**src/rtl/cpu_branch_pkg.sv**
```systemverilog
// cpu_branch_pkg: types and constants shared by branch_unit, branch_cond and the
// decoder's cycle predictor.
//   state_e        branch sequencer states (encoding owned here)
//   Flag*          bit positions of the status flags inside P
//   Sel*           flag-select codes carried in opcode[7:6]
package cpu_branch_pkg;

  typedef enum logic [2:0] {
    StIdle    = 3'd0,
    StWaitOff = 3'd1,
    StAdd     = 3'd2,
    StFix     = 3'd3,
    StDone    = 3'd4
  } state_e;

  // Status register bit positions.
  localparam int unsigned FlagN = 7;
  localparam int unsigned FlagV = 6;
  localparam int unsigned FlagZ = 1;
  localparam int unsigned FlagC = 0;

  // opcode[7:6] flag-select codes.
  localparam logic [1:0] SelN = 2'b00;
  localparam logic [1:0] SelV = 2'b01;
  localparam logic [1:0] SelC = 2'b10;
  localparam logic [1:0] SelZ = 2'b11;

endpackage

```
**src/rtl/branch_unit_if.sv**
```systemverilog
// branch_unit_if: bundle between the decoder/datapath (master) and the
// branch sequencer (slave).
//   start, opcode                 branch opcode handoff from the decoder
//   flags, offset_valid, offset   operand byte and status register
//   pc                            PC low byte, already past the operand
//   branch, branch_load           new PC low byte and its load strobe
//   pch_inc, pch_dec              PC high byte fix-up strobes
//   taken, busy, done             status back to the core
interface branch_unit_if;

  logic       start;
  logic [7:0] opcode;
  logic [7:0] flags;
  logic       offset_valid;
  logic [7:0] offset;
  logic [7:0] pc;
  logic [7:0] branch;
  logic       branch_load;
  logic       pch_inc;
  logic       pch_dec;
  logic       taken;
  logic       busy;
  logic       done;

  modport master (
    output start, opcode, flags, offset_valid, offset, pc,
    input  branch, branch_load, pch_inc, pch_dec, taken, busy, done
  );

  modport slave (
    input  start, opcode, flags, offset_valid, offset, pc,
    output branch, branch_load, pch_inc, pch_dec, taken, busy, done
  );

endinterface

```
**src/rtl/branch_cond.sv**
```systemverilog
// branch_cond: combinational 6502 branch-condition decode.
//   sel_i    opcode[7:5]: [2:1] selects N/V/C/Z, [0] is the required flag value
//   flags_i  status register P
//   cond_o   1 when the branch is taken
// Shared with the decoder so its cycle prediction matches the sequencer.
module branch_cond
  import cpu_branch_pkg::*;
(
  input  logic [2:0] sel_i,
  input  logic [7:0] flags_i,
  output logic       cond_o
);

  logic flag;

  // P bits 5:2 (unused, B, D, I) never steer a branch.
  logic unused_flags;
  assign unused_flags = ^flags_i[5:2];

  always_comb begin
    flag = 1'b0;
    case (sel_i[2:1])
      SelN:    flag = flags_i[FlagN];
      SelV:    flag = flags_i[FlagV];
      SelC:    flag = flags_i[FlagC];
      SelZ:    flag = flags_i[FlagZ];
      default: flag = 1'b0;
    endcase
    cond_o = (flag == sel_i[0]);
  end

endmodule

```
**src/rtl/branch_unit.sv**
```systemverilog
// branch_unit: relative-branch sequencer feeding the program counter.
//   clk, rst  clock and synchronous active-high reset
//   bus       branch_unit_if.slave (opcode/operand in, PC load and fix-up out)
// Timing, with N the cycle offset_valid is accepted: not taken -> done at N+1;
// taken -> branch_load at N+1, done at N+2; a page cross adds a FIX cycle
// (pch_* at N+2, done at N+3) only when BRANCH_PAGE_PENALTY_EN is defined.
// Without it the FIX state is absent and pch_* fire alongside branch_load.
// Every output is decoded from flops; no input reaches an output directly.
module branch_unit
  import cpu_branch_pkg::*;
(
  input logic          clk,
  input logic          rst,
  branch_unit_if.slave bus
);

  state_e     state_q, state_d;
  logic [2:0] cond_sel_q, cond_sel_d;
  logic [7:0] branch_q, branch_d;
  logic       inc_q, inc_d;
  logic       dec_q, dec_d;
  logic       taken_q, taken_d;

  logic       cond;
  logic [8:0] sum;

  // Only the condition field of the opcode matters here.
  logic unused_opcode;
  assign unused_opcode = ^bus.opcode[4:0];

  branch_cond u_branch_cond (
    .sel_i   (cond_sel_q),
    .flags_i (bus.flags),
    .cond_o  (cond)
  );

  // Unsigned 9-bit add: the carry out combined with the offset sign tells
  // which way (if any) the high byte has to move.
  assign sum = {1'b0, bus.pc} + {1'b0, bus.offset};

  always_comb begin
    state_d    = state_q;
    cond_sel_d = cond_sel_q;
    branch_d   = branch_q;
    inc_d      = inc_q;
    dec_d      = dec_q;
    taken_d    = taken_q;

    case (state_q)
      StIdle: begin
        if (bus.start) begin
          cond_sel_d = bus.opcode[7:5];
          state_d    = StWaitOff;
        end
      end

      StWaitOff: begin
        if (bus.offset_valid) begin
          if (cond) begin
            branch_d = sum[7:0];
            inc_d    = ~bus.offset[7] & sum[8];
            dec_d    = bus.offset[7] & ~sum[8];
            taken_d  = 1'b1;
            state_d  = StAdd;
          end else begin
            state_d  = StDone;
          end
        end
      end

      StAdd: begin
`ifdef BRANCH_PAGE_PENALTY_EN
        state_d = (inc_q | dec_q) ? StFix : StDone;
`else
        state_d = StDone;
`endif
      end

`ifdef BRANCH_PAGE_PENALTY_EN
      StFix: begin
        state_d = StDone;
      end
`endif

      StDone: begin
        // branch_q deliberately holds until the next taken branch.
        inc_d   = 1'b0;
        dec_d   = 1'b0;
        taken_d = 1'b0;
        state_d = StIdle;
      end

      default: begin
        state_d = StIdle;
      end
    endcase
  end

  always_ff @(posedge clk) begin
    if (rst) begin
      state_q    <= StIdle;
      cond_sel_q <= 3'b000;
      branch_q   <= 8'h00;
      inc_q      <= 1'b0;
      dec_q      <= 1'b0;
      taken_q    <= 1'b0;
    end else begin
      state_q    <= state_d;
      cond_sel_q <= cond_sel_d;
      branch_q   <= branch_d;
      inc_q      <= inc_d;
      dec_q      <= dec_d;
      taken_q    <= taken_d;
    end
  end

  assign bus.branch      = branch_q;
  assign bus.branch_load = (state_q == StAdd);
  assign bus.taken       = taken_q;
  assign bus.busy        = (state_q != StIdle);
  assign bus.done        = (state_q == StDone);

`ifdef BRANCH_PAGE_PENALTY_EN
  assign bus.pch_inc = (state_q == StFix) & inc_q;
  assign bus.pch_dec = (state_q == StFix) & dec_q;
`else
  assign bus.pch_inc = (state_q == StAdd) & inc_q;
  assign bus.pch_dec = (state_q == StAdd) & dec_q;
`endif

  // A single add cannot carry and borrow at once.
  assert property (@(posedge clk) disable iff (rst) !(bus.pch_inc && bus.pch_dec));
  assert property (@(posedge clk) disable iff (rst) bus.done |=> !bus.done);
  assert property (@(posedge clk) disable iff (rst) bus.branch_load |=> !bus.branch_load);

endmodule

```
**src/flat_wrapper.sv**
```systemverilog
// flat-port wrapper written by rule: the top's interface ports become plain ports
module branch_unit_flat import cpu_branch_pkg::*;
  (clk, rst, bus_start, bus_opcode, bus_flags, bus_offset_valid, bus_offset, bus_pc, bus_branch, bus_branch_load, bus_pch_inc, bus_pch_dec, bus_taken, bus_busy, bus_done);
  branch_unit_if bus_i ();
  input logic clk;
  input logic rst;
  input wire logic [$bits(bus_i.start)-1:0] bus_start;
  input wire logic [$bits(bus_i.opcode)-1:0] bus_opcode;
  input wire logic [$bits(bus_i.flags)-1:0] bus_flags;
  input wire logic [$bits(bus_i.offset_valid)-1:0] bus_offset_valid;
  input wire logic [$bits(bus_i.offset)-1:0] bus_offset;
  input wire logic [$bits(bus_i.pc)-1:0] bus_pc;
  output wire logic [$bits(bus_i.branch)-1:0] bus_branch;
  output wire logic [$bits(bus_i.branch_load)-1:0] bus_branch_load;
  output wire logic [$bits(bus_i.pch_inc)-1:0] bus_pch_inc;
  output wire logic [$bits(bus_i.pch_dec)-1:0] bus_pch_dec;
  output wire logic [$bits(bus_i.taken)-1:0] bus_taken;
  output wire logic [$bits(bus_i.busy)-1:0] bus_busy;
  output wire logic [$bits(bus_i.done)-1:0] bus_done;
  assign bus_i.start = bus_start;
  assign bus_i.opcode = bus_opcode;
  assign bus_i.flags = bus_flags;
  assign bus_i.offset_valid = bus_offset_valid;
  assign bus_i.offset = bus_offset;
  assign bus_i.pc = bus_pc;
  assign bus_branch = bus_i.branch;
  assign bus_branch_load = bus_i.branch_load;
  assign bus_pch_inc = bus_i.pch_inc;
  assign bus_pch_dec = bus_i.pch_dec;
  assign bus_taken = bus_i.taken;
  assign bus_busy = bus_i.busy;
  assign bus_done = bus_i.done;
  branch_unit u_core (.clk(clk), .rst(rst), .bus(bus_i));
endmodule
```
**config.mk**
```make
export PLATFORM = sky130hd
export DESIGN_NAME = branch_unit_flat
export DESIGN_NICKNAME = d
export VERILOG_FILES = /design/src/rtl/cpu_branch_pkg.sv /design/src/rtl/branch_unit_if.sv /design/src/rtl/branch_cond.sv /design/src/rtl/branch_unit.sv /design/src/flat_wrapper.sv
export SDC_FILE = /design/constraint.sdc
export NUM_CORES = 1
export LEC_CHECK = 0
export CORE_AREA = 2 2 53 55
export CTS_CLUSTER_SIZE = 14
export DETAILED_ROUTE_END_ITERATION = 16
export DIE_AREA = 0 0 55 57
export GPL_ROUTABILITY_DRIVEN = 0
export PLACE_DENSITY = 0.83
export SLEW_MARGIN = 30
export SYNTH_ARGS = -nofsm -noshare
export SYNTH_HDL_FRONTEND = slang
export SYNTH_HIERARCHICAL = 1
export SYNTH_SLANG_ARGS = --single-unit
```
**constraint.sdc**
```tcl
create_clock -name clk -period 5.2 [get_ports clk]
set_clock_uncertainty 0.2 [all_clocks]
set_input_delay 0.52 -clock clk [delete_from_list [all_inputs] [get_ports clk]]
set_output_delay 0.52 -clock clk [all_outputs]
set_load 0.01 [all_outputs]
```
==> reports/metrics.yaml, run 1 <==
synth_fp_nets: 170
fin_nets: 210
worstHoldStart: "u_core/bus.branch[0]"
power_density_nw_per_um2: 200
syn_inst: 125
dp_hpwl_um: 2040
die_w_um: 55
min_period_over_period_pct: 55.3
hold_violations: 0
port_buffers: 40
drt_iter0_markers: 21
cts_max_path_buffers: 2
finalWirelength_um: 2570
cts_setup_buffers: 0
p_total_uw: 308
cp-end-kind: "flip-flop"
timing.max_cap.violations: 0
outcome: "finished, final reports clean"
htreeDepth: 1
gr-total-overflow: 0
pin_count: 50
antenna_found_initial: 0
drt_first_pass_iters: 4
antenna_left: 0
rsz0062_at_grt: "no"
clock-sinks: 17
path_clk_slew_ns: 0.10
cp_slowest_cell: "mux4_2"
grt_pass1_vias: 1054
holdCritPathClass: "flip-flop to flip-flop"
multi_input_area_sq_um: 714
maxSlewHeadroom_pct: 55.2
avgRoutedWirePerCell_um: 13.2
ys_ff_latch: 17
numCtsBuffers: 3
yosysWarningCount: 6
utilization_pct: 58.9
synth_xor_area_share_pct: 1.60
root_buffer: "clkbuf_4"
p_leak_nw: 0.585
slew_violations: 0
vias: 1110
synth.distinct_cells: 40
regArea_sq_um: 340
synthAdderAreaFrac_pct: 10.9
fin_area_sq_um: 1540
crit_start: "bus_flags[0]"
use_met3_pct: 1.05
clock.fmax_ghz: 0.348
fill_cells: 235
ir_worst_vdd_v: 0.000130
ys_seq_area_share_pct: 31.0
period_needed_ns: 2.88
grt_use_met1_pct: 22.4
tightest_slew_ns: 0.670
cp-start-kind: "primary input"
syn_to_final_growth_pct: 40.3
crit_family: "simple AND/OR/NAND/NOR gates"
final_common_cell: "clkdlybuf4s50_1"
path_buf_inv: 1
path_max_fanout: 13
synth_compound_area_share_pct: 19.3
dieArea_sq_um: 3140
grtUsageMet2_pct: 31.6
muxShareOfSynthArea_pct: 6.61
busiest_layer: "met2"
drive_gt1_share_pct: 3.66
setup_viol: 0
worst_ep_required_time_ns: 5.21
cpPeakStageDelay_ns: 0.47
synth_top_family_by_area: "simple AND/OR/NAND/NOR gates"
die_h_um: 57
grt_max_degree: 20
placed_area_sq_um: 1510
routed_via_density: 5.69
yosys.area_share.simple_pct: 26.7
row_count: 19
cp_cell_sequence: "clkdlybuf4s50_1 -> mux4_2 -> xnor2_1 -> and4bb_2 -> nand2_1 -> or3_1 -> o31ai_1"
synthesis.area_sq_um: 1100
layout_common_cells: "40 x clkdlybuf4s50_1, 17 x dfxtp_1, 11 x nor2_1, 9 x nand2_1, 8 x ha_1"
core_area_sq_um: 2620
drc: 0
cts_resized: 0
clk_latency_ns: 0.28
grt_pass1_wl_um: 4330
r2r_start: "u_core/cond_sel_q[1]"
critical_path_class: "primary input to flip-flop"
start_util_pct: 42.0
cp.arrival_ns: 2.88
cts_tree: "done"
holdBufCountCts: 0
hold_slack_ns: 0.260
antenna_cells: 0
fin_tns_setup_ns: 0
grt_usage_pct: 17.9
postSynthAreaPerCell_sq_um: 8.78
==> report_power, final <==
part	total, mW	leakage (nW)	internal, mW	switching, mW
sequential	0.142	0.138	0.137	0.00574
clock	0.0700	0.0150	0.0297	0.0403
combinational	0.0958	0.432	0.0522	0.0436
==> final timing paths <==
path,slack (ns),cells after the start,end
setup / recovery,2.32,7,u_core/inc_q
hold / removal,0.26,2,u_core/bus.branch[0]
setup reg to reg,2.58,6,u_core/inc_q
hold reg to reg,0.26,2,u_core/bus.branch[0]
==> sequential cells by signal, summed over array words and instances, names as in the netlist <==
signal	flops
u_core/state_q	3
u_core/bus.taken	1
u_core/bus.branch	8
u_core/cond_sel_q	3
u_core/inc_q	1
u_core/dec_q	1
==> final cells by class <==
cell class	count	share of cell area, %
repair buffers	40	26.0
well taps	31	2.52
clock buffers	4	1.71
multi-input cells	98	46.4
flip-flops and latches	17	22.1
inverters	5	1.22
==> cell usage after synthesis (all sizes together) <==
cell / number / area (sq um)
a2111o: 1 / 11.3
a211o: 4 / 35.0
a211oi: 4 / 30.0
a21o: 3 / 22.5
a21oi: 7 / 35.0
a32oi: 1 / 8.76
and2: 3 / 18.8
and3: 1 / 6.26
and4: 1 / 8.76
and4bb: 1 / 12.5
buf: 5 / 23.8
clkinv: 1 / 3.75
dfxtp: 17 / 340
fa: 1 / 20.0
ha: 8 / 100
inv: 4 / 15.0
mux2i: 5 / 50.1
mux4: 1 / 22.5
nand2: 9 / 33.8
nand2b: 2 / 12.5
nand3: 5 / 25.0
nand3b: 1 / 7.51
nand4: 4 / 25.0
nand4b: 4 / 35.0
nor2: 12 / 47.6
nor3: 2 / 10.0
nor3b: 3 / 22.5
nor4: 1 / 6.26
nor4b: 1 / 8.76
o2111ai: 1 / 8.76
o211ai: 1 / 7.51
o21a: 3 / 22.5
o21ai: 1 / 5.00
o311ai: 1 / 8.76
o31a: 1 / 8.76
o31ai: 1 / 7.51
or3: 2 / 12.5
xnor2: 2 / 17.5
==> layer usage <==
layer	share of wire, %	vias to the layer above	wire, um
li1	-	551	-
met1	42	522	1080
met2	53	35	1350
met3	4.9	2	125
met4	0.54	0	14
met5	0	-	0
==> worst reg2reg max path, cell delays in order (launching register included) <==
cell      delay, ns
dfxtp_1        0.36
mux4_2         0.51
xnor2_1        0.24
and4bb_2       0.30
nand2_1        0.29
or3_1          0.42
o31ai_1        0.23
==> cell families after synthesis <==
logic type / Yosys count
adders and majority gates: 9
muxes: 6
xor gates and xnor gates: 2
buffers and inverters: 10
AOI/OAI and AO/OA: 29
and+or+nand+nor: 52
DFF: 17
==> stage by stage <==
stage | setup slack, ns | instances
floorplan | 2.84 | 125
global placement | 2.09 | 191
detailed placement | 2.02 | 191
CTS | 2.32 | 195
global route | 2.22 | 195
finish | 2.32 | 195
Power figures use the tool's default switching activity.
==> inputs of run 2 (changes only) <==
--- a/config.mk
+++ b/config.mk
@@ -5,12 +5,12 @@
 export SDC_FILE = /design/constraint.sdc
 export NUM_CORES = 1
 export LEC_CHECK = 0
-export CORE_AREA = 2 2 53 55
+export CORE_AREA = 2 2 40 79
 export CTS_CLUSTER_SIZE = 14
 export DETAILED_ROUTE_END_ITERATION = 16
-export DIE_AREA = 0 0 55 57
+export DIE_AREA = 0 0 42 81
 export GPL_ROUTABILITY_DRIVEN = 0
-export PLACE_DENSITY = 0.83
+export PLACE_DENSITY = 0.76
 export SLEW_MARGIN = 30
 export SYNTH_ARGS = -nofsm -noshare
 export SYNTH_HDL_FRONTEND = slang
==> constraint.sdc (replaced) <==
create_clock -name clk -period 2.85 [get_ports clk]
set_clock_uncertainty 0.2 [all_clocks]
set_input_delay 0.285 -clock clk [delete_from_list [all_inputs] [get_ports clk]]
set_output_delay 0.285 -clock clk [all_outputs]
set_load 0.01 [all_outputs]
==> reports/metrics.yaml, run 2 (synthesis gave the netlist of run 1 again) <==
power_density_nw_per_um2: 396
place_ws_ns: 0.206
die_w_um: 42
utilization_pct: 55.8
hold_depth: 2
cp_slowest_cell: "mux4_2"
maxSlewHeadroom_pct: 72.9
dpl.cell_count: 193
vias: 1092
fin_tns_setup_ns: 0
critPathCapture: "u_core/bus.branch[6]"
row_count: 28
drt_iter0_markers: 24
drive_gt1_share_pct: 5.99
period_needed_ns: 2.43
cts_resized: 0
path_buf_inv: 2
cp.arrival_ns: 2.43
syn_to_final_growth_pct: 44.2
root_buffer: "clkbuf_8"
rsz0062_at_grt: "no"
outcome: "finished, final reports clean"
cp_cell_sequence: "clkdlybuf4s50_1 -> mux4_2 -> xnor2_1 -> and4bb_2 -> nand2_1 -> buf_4 -> nor4b_1 -> nand3b_1"
p_total_uw: 627
dieArea_sq_um: 3400
largest_register_ffs: 8
drt_first_pass_iters: 4
drc: 0
antenna_left: 0
r2r_cells: 7
cts_setup_buffers: 0
tightest_slew_ns: 0.406
p_leak_nw: 0.605
gr-total-overflow: 0
routed_via_density: 5.54
path_clk_slew_ns: 0.08
critical_path_class: "primary input to flip-flop"
cp-start-kind: "primary input"
pin_count: 50
hold_slack_ns: 0.261
crit_family: "simple AND/OR/NAND/NOR gates"
crit_start: "bus_flags[1]"
fin_ws_ns: 0.418
grt_pass1_wl_um: 4220
timing.max_cap.violations: 0
hold_violations: 0
min_period_over_period_pct: 85.3
ir_worst_vdd_v: 0.000324
cts_tree: "done"
fin_area_sq_um: 1580
core_area_sq_um: 2840
cts_max_path_buffers: 2
fin_cells: 197
cpPeakStageDelay_ns: 0.47
start_util_pct: 38.7
placed_area_sq_um: 1530
die_h_um: 81
worst_ep_required_time_ns: 2.85
finalWirelength_um: 2490
holdCritPathClass: "flip-flop to flip-flop"
r2r_slack_ns: 0.44
clock.fmax_ghz: 0.411
holdBufCountCts: 0
clock-sinks: 17
avgRoutedWirePerCell_um: 12.6
dp_hpwl_um: 1930
r2r_start: "u_core/cond_sel_q[1]"
port_buffers: 40
antenna_found_initial: 0
grt_usage_pct: 15.5
numCtsBuffers: 3
rr_endpoint: "u_core/bus.branch[6]"
grt_max_degree: 12
grt_pass1_vias: 1031
htreeDepth: 1
layout_common_cells: "40 x clkdlybuf4s50_1, 17 x dfxtp_1, 11 x nor2_1, 9 x nand2_1, 8 x ha_1"
cp.depth: 8
antenna_cells: 0
setup_viol: 0
final_common_cell: "clkdlybuf4s50_1"
fin_nets: 213
path_max_fanout: 11
slew_violations: 0
cp-end-kind: "flip-flop"
clk_latency_ns: 0.26
run 2: worst min path at each step:
stage                                       to                  from  slack [ns]
final                     u_core/bus.branch[3]  u_core/bus.branch[3]        0.26
after global routing      u_core/bus.branch[0]  u_core/bus.branch[0]        0.28
after CTS                 u_core/bus.branch[0]  u_core/bus.branch[0]        0.26
after detailed placement  u_core/bus.branch[0]  u_core/bus.branch[0]        0.25
after global placement    u_core/bus.branch[3]  u_core/bus.branch[3]        0.24
after floorplan           u_core/cond_sel_q[0]         bus_opcode[5]        0.23
run 2: layout make-up:
class | instances | area (sq um)
Tap cell | 30 | 37.5
Clock inverter | 1 | 7.51
Sequential cell | 17 | 340
Multi-Input combinational cell | 98 | 714
Timing Repair Buffer | 43 | 423
Clock buffer | 3 | 41.3
Inverter | 5 | 18.8
Fill cell | 272 | 1250
run 2: routing by layer:
layer,vias to the layer above,GRT usage [%],wire length [um]
met5,-,0,0
met4,0,5.81,17
met3,2,2.89,132
li1,554,-,-
met2,36,26.1,1240
met1,500,19.4,1100
run 2: power breakdown:
group / switching, mW / internal, mW
combinational: 0.0771 / 0.0988
clock: 0.0927 / 0.0985
sequential: 0.0105 / 0.249
total: 0.180 / 0.447
run 2: worst register-to-register path, cell delays in order, from the launching register on:
cell	delay [ns]
dfxtp_1	0.36
mux4_2	0.51
xnor2_1	0.24
and4bb_2	0.30
nand2_1	0.09
buf_4	0.20
nor4b_1	0.31
nand3b_1	0.14
